===== src/rtl/symm_pkg.sv =====
// Shared types and constants for the symm operand loader: state encoding,
// element/word geometry and the identity word used when I is generated internally.
package symm_pkg;

    localparam int unsigned ELEM_W = 8;
    localparam int unsigned N      = 2;
    localparam int unsigned WORD_W = ELEM_W * N * N;
    localparam int unsigned ELEMS  = N * N;

    localparam logic [WORD_W-1:0] IDENT_WORD = 32'h0100_0001;

    typedef enum logic [1:0] {
        ST_LOAD  = 2'd0,
        ST_ISSUE = 2'd1,
        ST_WAIT  = 2'd2,
        ST_DRAIN = 2'd3
    } state_t;

    function automatic logic [3:0] last_load_idx(input bit auto_ident);
        return auto_ident ? 4'd11 : 4'd15;
    endfunction

endpackage


===== src/rtl/symm_byte_pack.sv =====
// Next-value logic for one packed 2x2 word: whole-word load or a single element
// replaced in place, element 0 living in the top byte.
module symm_byte_pack
    import symm_pkg::*;
(
    input  logic [WORD_W-1:0] word_q,
    input  logic [1:0]        byte_idx,
    input  logic [ELEM_W-1:0] byte_data,
    input  logic              byte_we,
    input  logic [WORD_W-1:0] word_data,
    input  logic              word_we,
    output logic [WORD_W-1:0] word_d
);

    always_comb begin
        word_d = word_q;
        if (word_we) begin
            word_d = word_data;
        end else if (byte_we) begin
            for (int k = 0; k < ELEMS; k++) begin
                if (byte_idx == 2'(k)) begin
                    word_d[WORD_W-1-ELEM_W*k -: ELEM_W] = byte_data;
                end
            end
        end
    end

endmodule


===== src/rtl/symm_operand_loader.sv =====
// Collects A/B/C/I operand bytes, issues them to the symm compute block,
// captures its packed result and streams it back out one byte at a time.
//
// state    | meaning
// ---------+-------------------------------------------------------------
// ST_LOAD  | accepting operand bytes, in_ready high
// ST_ISSUE | operands presented, op_valid high until op_ready
// ST_WAIT  | waiting for res_valid from the compute block
// ST_DRAIN | result bytes presented on out_data, out_valid high
module symm_operand_loader
    import symm_pkg::*;
#(
    parameter bit AUTO_IDENT = 1'b0
) (
    input  logic              clk,
    input  logic              rst_n,
    input  logic [ELEM_W-1:0] in_data,
    input  logic              in_valid,
    output logic              in_ready,
    output logic [WORD_W-1:0] op_a,
    output logic [WORD_W-1:0] op_b,
    output logic [WORD_W-1:0] op_c,
    output logic [WORD_W-1:0] op_i,
    output logic              op_valid,
    input  logic              op_ready,
    input  logic [WORD_W-1:0] res_data,
    input  logic              res_valid,
    output logic [ELEM_W-1:0] out_data,
    output logic              out_valid,
    input  logic              out_ready,
    output logic              busy,
    output logic              err
);

    localparam logic [3:0] LAST_IDX = last_load_idx(AUTO_IDENT);

    state_t            state_q, state_d;
    logic [3:0]        load_cnt_q, load_cnt_d;
    logic [1:0]        drain_cnt_q, drain_cnt_d;
    logic              err_q, err_d;
    logic [WORD_W-1:0] op_q [ELEMS];
    logic [WORD_W-1:0] op_d [ELEMS];
    logic [WORD_W-1:0] result_q, result_d;
    logic              load_fire;
    logic              res_capture;

    assign load_fire   = (state_q == ST_LOAD) && in_valid;
    assign res_capture = (state_q == ST_WAIT) && res_valid;

    // Matrix select is load_cnt[3:2], element within the matrix is load_cnt[1:0].
    for (genvar g = 0; g < ELEMS; g++) begin : g_op
        localparam bit FIXED = AUTO_IDENT && (g == 3);
        localparam logic [WORD_W-1:0] RST_VAL = FIXED ? IDENT_WORD : '0;

        symm_byte_pack u_pack (
            .word_q    (op_q[g]),
            .byte_idx  (load_cnt_q[1:0]),
            .byte_data (in_data),
            .byte_we   (!FIXED && load_fire && (load_cnt_q[3:2] == 2'(g))),
            .word_data ('0),
            .word_we   (1'b0),
            .word_d    (op_d[g])
        );

        always_ff @(posedge clk or negedge rst_n) begin
            if (!rst_n) op_q[g] <= RST_VAL;
            else        op_q[g] <= op_d[g];
        end
    end

    symm_byte_pack u_res_pack (
        .word_q    (result_q),
        .byte_idx  (2'd0),
        .byte_data ('0),
        .byte_we   (1'b0),
        .word_data (res_data),
        .word_we   (res_capture),
        .word_d    (result_d)
    );

    always_ff @(posedge clk or negedge rst_n) begin
        if (!rst_n) begin
            state_q     <= ST_LOAD;
            load_cnt_q  <= '0;
            drain_cnt_q <= '0;
            err_q       <= 1'b0;
            result_q    <= '0;
        end else begin
            state_q     <= state_d;
            load_cnt_q  <= load_cnt_d;
            drain_cnt_q <= drain_cnt_d;
            err_q       <= err_d;
            result_q    <= result_d;
        end
    end

    always_comb begin
        state_d     = state_q;
        load_cnt_d  = load_cnt_q;
        drain_cnt_d = drain_cnt_q;
        // Any result outside WAIT, including one racing the issue handshake, is a protocol error.
        err_d       = err_q | (res_valid && (state_q != ST_WAIT));
        unique case (state_q)
            ST_LOAD: begin
                if (in_valid) begin
                    if (load_cnt_q == LAST_IDX) begin
                        load_cnt_d = '0;
                        state_d    = ST_ISSUE;
                    end else begin
                        load_cnt_d = load_cnt_q + 4'd1;
                    end
                end
            end
            ST_ISSUE: begin
                if (op_ready) state_d = ST_WAIT;
            end
            ST_WAIT: begin
                if (res_valid) state_d = ST_DRAIN;
            end
            ST_DRAIN: begin
                if (out_ready) begin
                    if (drain_cnt_q == 2'd3) begin
                        drain_cnt_d = '0;
                        state_d     = ST_LOAD;
                    end else begin
                        drain_cnt_d = drain_cnt_q + 2'd1;
                    end
                end
            end
            default: state_d = ST_LOAD;
        endcase
    end

    always_comb begin
        out_data = '0;
        if (state_q == ST_DRAIN) begin
            for (int k = 0; k < ELEMS; k++) begin
                if (drain_cnt_q == 2'(k)) out_data = result_q[WORD_W-1-ELEM_W*k -: ELEM_W];
            end
        end
    end

    assign in_ready  = (state_q == ST_LOAD);
    assign op_valid  = (state_q == ST_ISSUE);
    assign out_valid = (state_q == ST_DRAIN);
    assign busy      = (state_q != ST_LOAD) || (load_cnt_q != 4'd0);
    assign err       = err_q;
    assign op_a      = op_q[0];
    assign op_b      = op_q[1];
    assign op_c      = op_q[2];
    assign op_i      = op_q[3];

endmodule


===== config.mk =====
export PLATFORM = sky130hd
export DESIGN_NAME = symm_operand_loader
export DESIGN_NICKNAME = d
export VERILOG_FILES = /design/src/rtl/symm_pkg.sv /design/src/rtl/symm_byte_pack.sv /design/src/rtl/symm_operand_loader.sv
export SDC_FILE = /design/constraint.sdc
export NUM_CORES = 1
export LEC_CHECK = 0
export ABC_AREA = 1
export CAP_MARGIN = 40
export CORE_ASPECT_RATIO = 1.75
export CORE_MARGIN = 4
export CORE_UTILIZATION = 50
export CTS_CLUSTER_DIAMETER = 50
export DETAILED_ROUTE_END_ITERATION = 8
export PLACE_DENSITY_LB_ADDON = 0.05
export SETUP_SLACK_MARGIN = 0.05
export SLEW_MARGIN = 10
export SYNTH_ARGS = -nofsm -noshare
export SYNTH_HDL_FRONTEND = slang
export SYNTH_HIERARCHICAL = 1
export SYNTH_SLANG_ARGS = --single-unit

===== constraint.sdc =====
create_clock -name clk -period 4.2 [get_ports clk]
set_input_delay 0.84 -clock clk [delete_from_list [all_inputs] [get_ports clk]]
set_output_delay 0.84 -clock clk [all_outputs]
set_load 0.05 [all_outputs]

==> results of run 1 <==
stage by stage:
stage	utilization [%]	hold WS (ns)	power, mW	setup WS, ns	instance area, um^2
after floorplan	-	0.505	4.09	1.43	10100
after global placement	64.4	0.465	4.90	1.12	12000
after detailed placement	64.6	0.468	4.97	1.15	12100
after CTS	67.9	0.427	6.62	0.847	12700
after global routing	67.9	0.444	7.01	0.644	12700
final	67.9	0.406	6.61	0.839	12700
routing by layer:
layer	wire length (um)	track usage, %
met1	10800	30.6
met2	14800	47.8
met3	1580	5.27
met4	1330	12.7
met5	0	0
cell families (layout without fill, tap and decap cells):
group | Yosys count | in the layout | synth area share [%]
and+or+nand+nor | 903 | 903 | 39.5
buffers and inverters | 285 | 465 | 12.1
DFF | 169 | 169 | 44.6
AOI/OAI and AO/OA | 35 | 35 | 2.08
adders and majority gates | 12 | 12 | 1.58
other | 1 | 152 | 0.0395
xor gates and xnor gates | 1 | 1 | 0.0923
layout by cell type, fill, tap and decap left out, drive strengths merged:
cell           instances
clkinvlp               2
nor3                   3
bufinv                 3
a21oi                 17
o31ai                  1
nor2                  24
buf                    7
o21ai                  9
conb                 152
nand2                647
clkbuf                21
inv                  241
ha                    12
clkinv                 6
nand3                226
nand4                  2
dfrtp                169
o211ai                 7
clkdlybuf4s50        185
xor2                   1
or2                    1
o21bai                 1
registers in the layout, summed over array words and instances (netlist names):
signal,count
drain_cnt_q,2
err,1
load_cnt_q,4
op_a,32
op_b,32
op_c,32
op_i,32
result_q,32
state_q,2
power by group:
group	switching (mW)	internal [mW]	leakage, nW
clock	0.645	0.967	0.293
combinational	1.83	0.866	4.51
sequential	0.324	1.98	2.03
cell type report:
| type | count | share of cell area (%) |
|---|---|---|
| clock buffer | 21 | 3.63 |
| clock inverter | 11 | 1.16 |
| inverter | 241 | 7.18 |
| multi-input combinational | 1103 | 36.9 |
| sequential | 169 | 33.4 |
| tap | 238 | 2.35 |
| timing repair buffer | 192 | 15.4 |
path summary, 6_finish.rpt:
check                                            from                     end  slack, ns  cells after the start
max in group asynchronous                       rst_n       op_b[9]$_DFF_PN0_       2.90                      2
setup reg to reg               state_q[0]$_DFFE_PN0P_       op_c[1]$_DFF_PN0_       1.53                      9
hold / removal                                  rst_n  result_q[28]$_DFF_PN0_       0.41                      1
setup / recovery           drain_cnt_q[0]$_DFFE_PN0P_             out_data[2]       0.84                      7
hold reg to reg                         err$_DFF_PN0_           err$_DFF_PN0_       0.48                      1
min in group clk                        err$_DFF_PN0_           err$_DFF_PN0_       0.48                      1
==> impl_metrics.tcl, run 1 <==
set metrics [dict create \
    required_ns 3.36 \
    stdcell_count 1975 \
    cts_resized 0 \
    initial_core_util_pct 50.8 \
    crit_buf_inv 2 \
    cts_hold_buf 0 \
    yosysMostFrequentCell "nand2_1" \
    synth.avg_cell_area_um2 6.75 \
    critPathTopFamily "buffers and inverters" \
    root_buffer "clkbuf_16" \
    cts_inserted_buffers 17 \
    drt_first_pass_iters 5 \
    wl_mm 28.5 \
    dp.cells 1943 \
    die_h_um 190 \
    min_period_over_period_pct 80.0 \
    async_flop_share_pct 100 \
    cts_max_path_buffers 2 \
    die_w_um 112 \
    ir_worst_vdd_mv 0.301 \
    clock_latency_ns 0.43 \
    path_clk_slew_ns 0.06 \
    port_buffers 186 \
    slew_viol_final 0 \
    tritoncts "yes" \
    cap_violations 0 \
    avgViaCountPerCell 4.74 \
    rows 66 \
    grt_pass1_vias 9009 \
    period_needed_ns 3.36 \
    yosysUniqueCellTypes 27 \
    cp-start-kind "flop" \
    final_hold_viol_count 0 \
    rsz0062_at_grt "no" \
    cp_common_cell "nand2_1" \
    post_cts_buffers 0 \
    multiInputGateArea_um2 4680 \
    synth_cells 1406 \
    diodes 0 \
    crit_chain "inv_1 -> ha_1 -> nand2_1 -> nand2_1 -> o211ai_1 -> a21oi_1 -> clkdlybuf4s50_1" \
    gr-usage-all-layers_pct 26.8 \
    wire_per_inst_um 14.4 \
    vias 9368 \
    grt_overflow 0 \
    yosys_warnings 6 \
    place_congestion 1.05 \
    worstSetupEndpointType "output port" \
    cp_max_fo 8 \
    fmax_mhz 298 \
    worstSetupPathType "reg2out" \
    dr.first_iter.drc_count 588 \
    syn2layout_area_growth_pct 33.5 \
    clock-sinks 169 \
    grt_pass1_wl_mm 45.8 \
    hold_path_class "in2async" \
    drc 0 \
    grt_max_degree 76 \
    synthTopCellsByArea "dfrtp_1, nand2_1, nand3_1, inv_1, ha_1" \
    io_pins 187 \
    critical_path.max_stage_delay_ns 0.82 \
    finalSetupViolations 0 \
    fin_tns_setup_ns 0 \
    syn_area_um2 9490 \
    design.core.area_um2 18700 \
    outcome "complete, no violations" \
    synth_top_area_share_pct 44.6 \
    htreeDepth 4 \
    yosysTopAreaCell "dfrtp_1" \
    cellPowerDensity_nw_per_um2 522 \
    worstMarginPinSlew_ns 0.864 \
    worst_path_max_delay_cell "clkdlybuf4s50_1" \
    leakage_nw 6.83 \
    clock-skew-final_ns 0.0103 \
    max-slew-margin-rel_pct 42.0 \
    die_area_um2 21300 \
    grt_antenna_before_repair 0 \
    final_nets 1782 \
    synth_edf_count 0 \
    fillers 1691 \
    ys_seq_area_share_pct 44.6 \
    synthFlopType "dfrtp_1" \
    ys_seq_elements 169 \
    drive_above_1_share_pct 3.57 \
    crit_arrival_ns 2.52 \
    dp_hpwl_mm 20.7 \
    ff_latch_area_um2 4230 \
    ant_nets 0 \
    synth_commonest_cells "nand2_1, inv_1, nand3_1" \
]
(Power assumes the default switching activity.)
==> inputs of run 2 (changes only) <==
- clock period: 4.2 -> 3.1 ns (I/O delays scaled with it)
==> run 2 against run 1 <==
Sequential share of layout area decreased by 0.059 points. Via count decreased by 0.58%. Final area increased by 0.18%. Clock power increased by 37%. Clock skew decreased by 0.0052 ns. Non-clock buffer count increased by 4. Worst setup slack got worse by 0.62 ns. Largest cell class unchanged. Largest power group unchanged.
==> impl_metrics.tcl, run 2 (same netlist as run 1, synthesis figures left out) <==
set metrics [dict create \
    die_h_um 190 \
    pwr-share-clk_pct 24.6 \
    final_common_cell "nand2_1" \
    clock_latency_ns 0.43 \
    intPower_mw 5.18 \
    clock-skew-final_ns 0.00509 \
    cap_violations 0 \
    dp_hpwl_mm 20.7 \
    rsz0062_at_grt "no" \
    critical_path_depth 6 \
    path_clk_slew_ns 0.06 \
    ant_nets 0 \
    design.core.area_um2 18700 \
    finalSetupViolations 0 \
    avgViaCountPerCell 4.71 \
    drt_first_pass_iters 5 \
    power_frac_seq_pct 34.9 \
    final_cell_mix "nand2_1, inv_1, nand3_1" \
    cts_inserted_buffers 17 \
    post-place-ws_ns 0.346 \
    final_nets 1786 \
    period_needed_ns 2.88 \
    tritoncts "yes" \
    io_pins 187 \
    crit_buf_inv 3 \
    switchingPower_mw 3.75 \
    combPwrFrac_pct 40.5 \
    cellPowerDensity_nw_per_um2 704 \
    worstMarginPinSlew_ns 0.605 \
    max-slew-margin-rel_pct 59.7 \
    final_hold_viol_count 0 \
    port_buffers 186 \
    finalWorstSetupSlack_ns 0.217 \
    fillers 1666 \
    fmax_mhz 347 \
    grt_pass1_vias 8966 \
    grt_overflow 0 \
    drc 0 \
    syn2layout_area_growth_pct 33.8 \
    reg2reg_depth 11 \
    wl_mm 28.5 \
    cp_max_fo 9 \
    clock-sinks 169 \
    diodes 0 \
    initial_core_util_pct 50.8 \
    worst_path_max_delay_cell "dlygate4sd2_1" \
    crit_chain "inv_1 -> ha_1 -> inv_2 -> o211ai_1 -> a21oi_1 -> dlygate4sd2_1" \
    grt_pass1_wl_mm 45.6 \
    die_w_um 112 \
    hold_path_class "in2async" \
    ir_worst_vdd_mv 0.436 \
    critPathTopFamily "buffers and inverters" \
    grt_max_degree 65 \
    outcome "complete, no violations" \
    place_congestion 1.04 \
    root_buffer "clkbuf_16" \
    vias 9314 \
    required_ns 2.48 \
    rows 66 \
    critical_path.max_stage_delay_ns 0.54 \
    slew_viol_final 0 \
    gr-usage-all-layers_pct 27.0 \
    leakage_nw 6.89 \
    worstSetupEndpointType "output port" \
    drive_above_1_share_pct 3.74 \
    htreeDepth 4 \
    multiInputGateArea_um2 4680 \
    crit_arrival_ns 2.26 \
    p_sw_share_pct 42.0 \
    wire_per_inst_um 14.4 \
    dr.first_iter.drc_count 673 \
    cts_max_path_buffers 2 \
    worstSetupPathType "reg2out" \
    cp-start-kind "flop" \
    min_period_over_period_pct 93.0 \
    grt_antenna_before_repair 0 \
    ff_latch_area_um2 4230 \
    die_area_um2 21300 \
    fin_tns_setup_ns 0 \
]
## run 2: changes by cell type in the layout (fill, tap and decap cells not counted), sizes merged
cell | before | now
buf | 7 | 12
dlygate4sd2 | 0 | 8
clkinv | 6 | 2
clkbuf | 21 | 24
clkdlybuf4s50 | 185 | 176
## run 2: per-layer routing
layer	share of wire, %	global-route usage (%)	up-vias
li1	-	-	4746
met1	38	30.7	4223
met2	53	48.7	290
met3	5.8	5.56	55
met4	3.6	11.3	0
met5	0	0	-
## run 2: worst paths after layout
path / slack (ns) / start / end
max: 0.22 / drain_cnt_q[0]$_DFFE_PN0P_ / out_data[2]
min: 0.16 / rst_n / result_q[27]$_DFF_PN0_
max reg2reg: 0.53 / state_q[1]$_DFFE_PN0P_ / op_b[8]$_DFF_PN0_
min reg2reg: 0.48 / err$_DFF_PN0_ / err$_DFF_PN0_
max in group asynchronous: 2.17 / rst_n / op_b[11]$_DFF_PN0_
min in group clk: 0.48 / err$_DFF_PN0_ / err$_DFF_PN0_
## run 2: repair_timing
action / CTS / global route
setup endpoints to repair: 8 / 0
setup buffers: 0 / 0
resized for setup: 8 / 0
hold buffers: 0 / 0
## run 2: cell type report
| cell class | count | area share, % |
|---|---|---|
| tap | 238 | 2.35 |
| sequential | 169 | 33.3 |
| timing repair buffer | 196 | 15.5 |
| inverter | 241 | 7.17 |
| multi-input combinational | 1103 | 36.8 |
| clock inverter | 7 | 0.907 |
| clock buffer | 24 | 3.87 |
## run 2: through the flow
| stage | instance area, um^2 | util [%] | hold slack (ns) | instances | total power [mW] |
|---|---|---|---|---|---|
| after floorplan | 10100 | - | 0.324 | 1557 | 5.55 |
| after global placement | 12100 | 64.6 | 0.462 | 1946 | 6.67 |
| after detailed placement | 12100 | 64.8 | 0.473 | 1947 | 6.74 |
| after CTS | 12700 | 68.0 | 0.175 | 1978 | 8.94 |
| after global routing | 12700 | 68.0 | 0.201 | 1978 | 9.47 |
| final | 12700 | 68.0 | 0.155 | 1978 | 8.93 |
## run 2: power groups by stage
stage	logic, mW	clock network [mW]	registers, mW
floorplan	1.80	0	3.75
global placement	3.52	0	3.15
detailed placement	3.59	0	3.15
CTS	3.58	2.25	3.11
global route	3.97	2.34	3.16
finish	3.62	2.20	3.12
## run 2: worst reg2reg max path: cells and delay by family (launching register included)
kind / cells / cell delay, ns
buffers and inverters: 2 / 0.25
flip-flops: 1 / 0.43
AND/OR/NAND/NOR: 8 / 1.43
adder cells (fa/ha/maj): 1 / 0.34
==> inputs of run 3 (changes only) <==
- CORE_MARGIN: 4 -> default
==> run 3 against run 2 <==
Critical path depth unchanged. Final cell count about the same. Fmax increased by 1.0%. Wire length down 1.9%. Clock skew is 0.0032 ns higher. Critical endpoint is now out_data[3]. Largest power group unchanged.
==> impl_metrics.tcl, run 3 (same netlist as run 1, synthesis figures left out) <==
set metrics [dict create \
    outcome "complete, no violations" \
    diodes 0 \
    htreeDepth 4 \
    multiInputGateArea_um2 4680 \
    power_mw 8.86 \
    final_area_um2 12700 \
    dpl-instance-area_um2 12100 \
    wl_mm 27.9 \
    port_buffers 186 \
    cts_hold_buf 0 \
    required_ns 2.48 \
    postLayoutCoreUtil_pct 68.2 \
    cts_inserted_buffers 17 \
    gr-usage-all-layers_pct 29.7 \
    cp-start-kind "flop" \
    cts_resized 8 \
    fin_tns_setup_ns 0 \
    ff2ff_setup_slack_ns 0.56 \
    root_buffer "clkbuf_16" \
    clock_latency_ns 0.43 \
    max-slew-margin-rel_pct 57.8 \
    rows 66 \
    crit_chain "inv_1 -> ha_1 -> inv_2 -> o211ai_1 -> a21oi_1 -> dlygate4sd2_1" \
    die_area_um2 19500 \
    vias 9349 \
    fmax_mhz 350 \
    place_congestion 0.963 \
    final_common_cell "nand2_1" \
    final_nets 1787 \
    worstMarginPinSlew_ns 0.633 \
    worstSetupPathType "reg2out" \
    finalWorstSetupSlack_ns 0.246 \
    dr.first_iter.drc_count 653 \
    post_cts_buffers 0 \
    final_hold_viol_count 0 \
    crit_buf_inv 3 \
    finalSetupViolations 0 \
    cellPowerDensity_nw_per_um2 699 \
    period_needed_ns 2.85 \
    crit_arrival_ns 2.23 \
    r2r-start "state_q[0]$_DFFE_PN0P_" \
    critPathTopFamily "buffers and inverters" \
    grt_pass1_wl_mm 44.7 \
    leakage_nw 6.87 \
    cts_max_path_buffers 2 \
    drt_first_pass_iters 6 \
    grt_antenna_before_repair 0 \
    initial_core_util_pct 51.1 \
    grt_overflow 0 \
    min_period_over_period_pct 92.1 \
    hold_path_class "in2async" \
    design.core.area_um2 18600 \
    worstSetupEndpointType "output port" \
    avgViaCountPerCell 4.72 \
    clock-skew-final_ns 0.00833 \
    dp_hpwl_mm 20.0 \
    path_clk_slew_ns 0.06 \
    drive_above_1_share_pct 3.62 \
    die_h_um 184 \
    syn2layout_area_growth_pct 33.6 \
    post-place-ws_ns 0.372 \
    fillers 1649 \
    clock-sinks 169 \
    worst_path_max_delay_cell "dlygate4sd2_1" \
    ir_worst_vdd_mv 0.404 \
    grt_pass1_vias 8864 \
    ant_nets 0 \
    wire_per_inst_um 14.1 \
    tritoncts "yes" \
    drc 0 \
    cap_violations 0 \
    slew_viol_final 0 \
    cp_max_fo 9 \
    grt_max_degree 65 \
    critical_path.max_stage_delay_ns 0.53 \
    ff_latch_area_um2 4230 \
    final_cell_mix "nand2_1, inv_1, nand3_1" \
    rsz0062_at_grt "no" \
    critPathLaunch "drain_cnt_q[0]$_DFFE_PN0P_" \
    io_pins 187 \
    die_w_um 106 \
]
==> run 3: cell types whose count changed in the layout (fill, tap and decap cells not counted), sizes merged <==
| cell | delta |
|---|---|
| buf | +1 |
==> run 3: through the flow <==
stage,hold WS (ns),instances
finish,0.200,1979
global route,0.237,1979
CTS,0.213,1979
detailed placement,0.474,1948
global placement,0.465,1947
floorplan,0.324,1557
==> run 3: worst paths after layout <==
check / endpoint / depth (start not counted)
setup reg to reg: op_b[9]$_DFF_PN0_ / 11
max in group asynchronous: op_a[22]$_DFF_PN0_ / 2
hold / removal: result_q[24]$_DFF_PN0_ / 1
setup / recovery: out_data[3] / 6
min in group clk: err$_DFF_PN0_ / 1
hold reg to reg: err$_DFF_PN0_ / 1
==> run 3: power breakdown <==
group / switching, mW / internal (mW) / leakage [nW]
Combinational: 2.46 / 1.16 / 4.57
Clock: 0.849 / 1.29 / 0.274
Sequential: 0.434 / 2.68 / 2.03
==> run 3: routing by layer <==
| layer | share of wire [%] | global-route usage (%) | vias up |
|---|---|---|---|
| met1 | 38 | 34.0 | 4247 |
| met3 | 5.9 | 5.73 | 54 |
| met4 | 4.2 | 14.7 | 0 |
| li1 | - | - | 4744 |
| met5 | 0 | 0 | - |
| met2 | 52 | 52.3 | 304 |
==> run 3: cell type report <==
type / instances / share of cell area, %
multi-input cells: 1103 / 36.9
flip-flops and latches: 169 / 33.4
repair buffers: 197 / 15.6
inverters: 241 / 7.18
clock buffers: 24 / 3.64
well taps: 238 / 2.35
clock inverters: 7 / 0.938
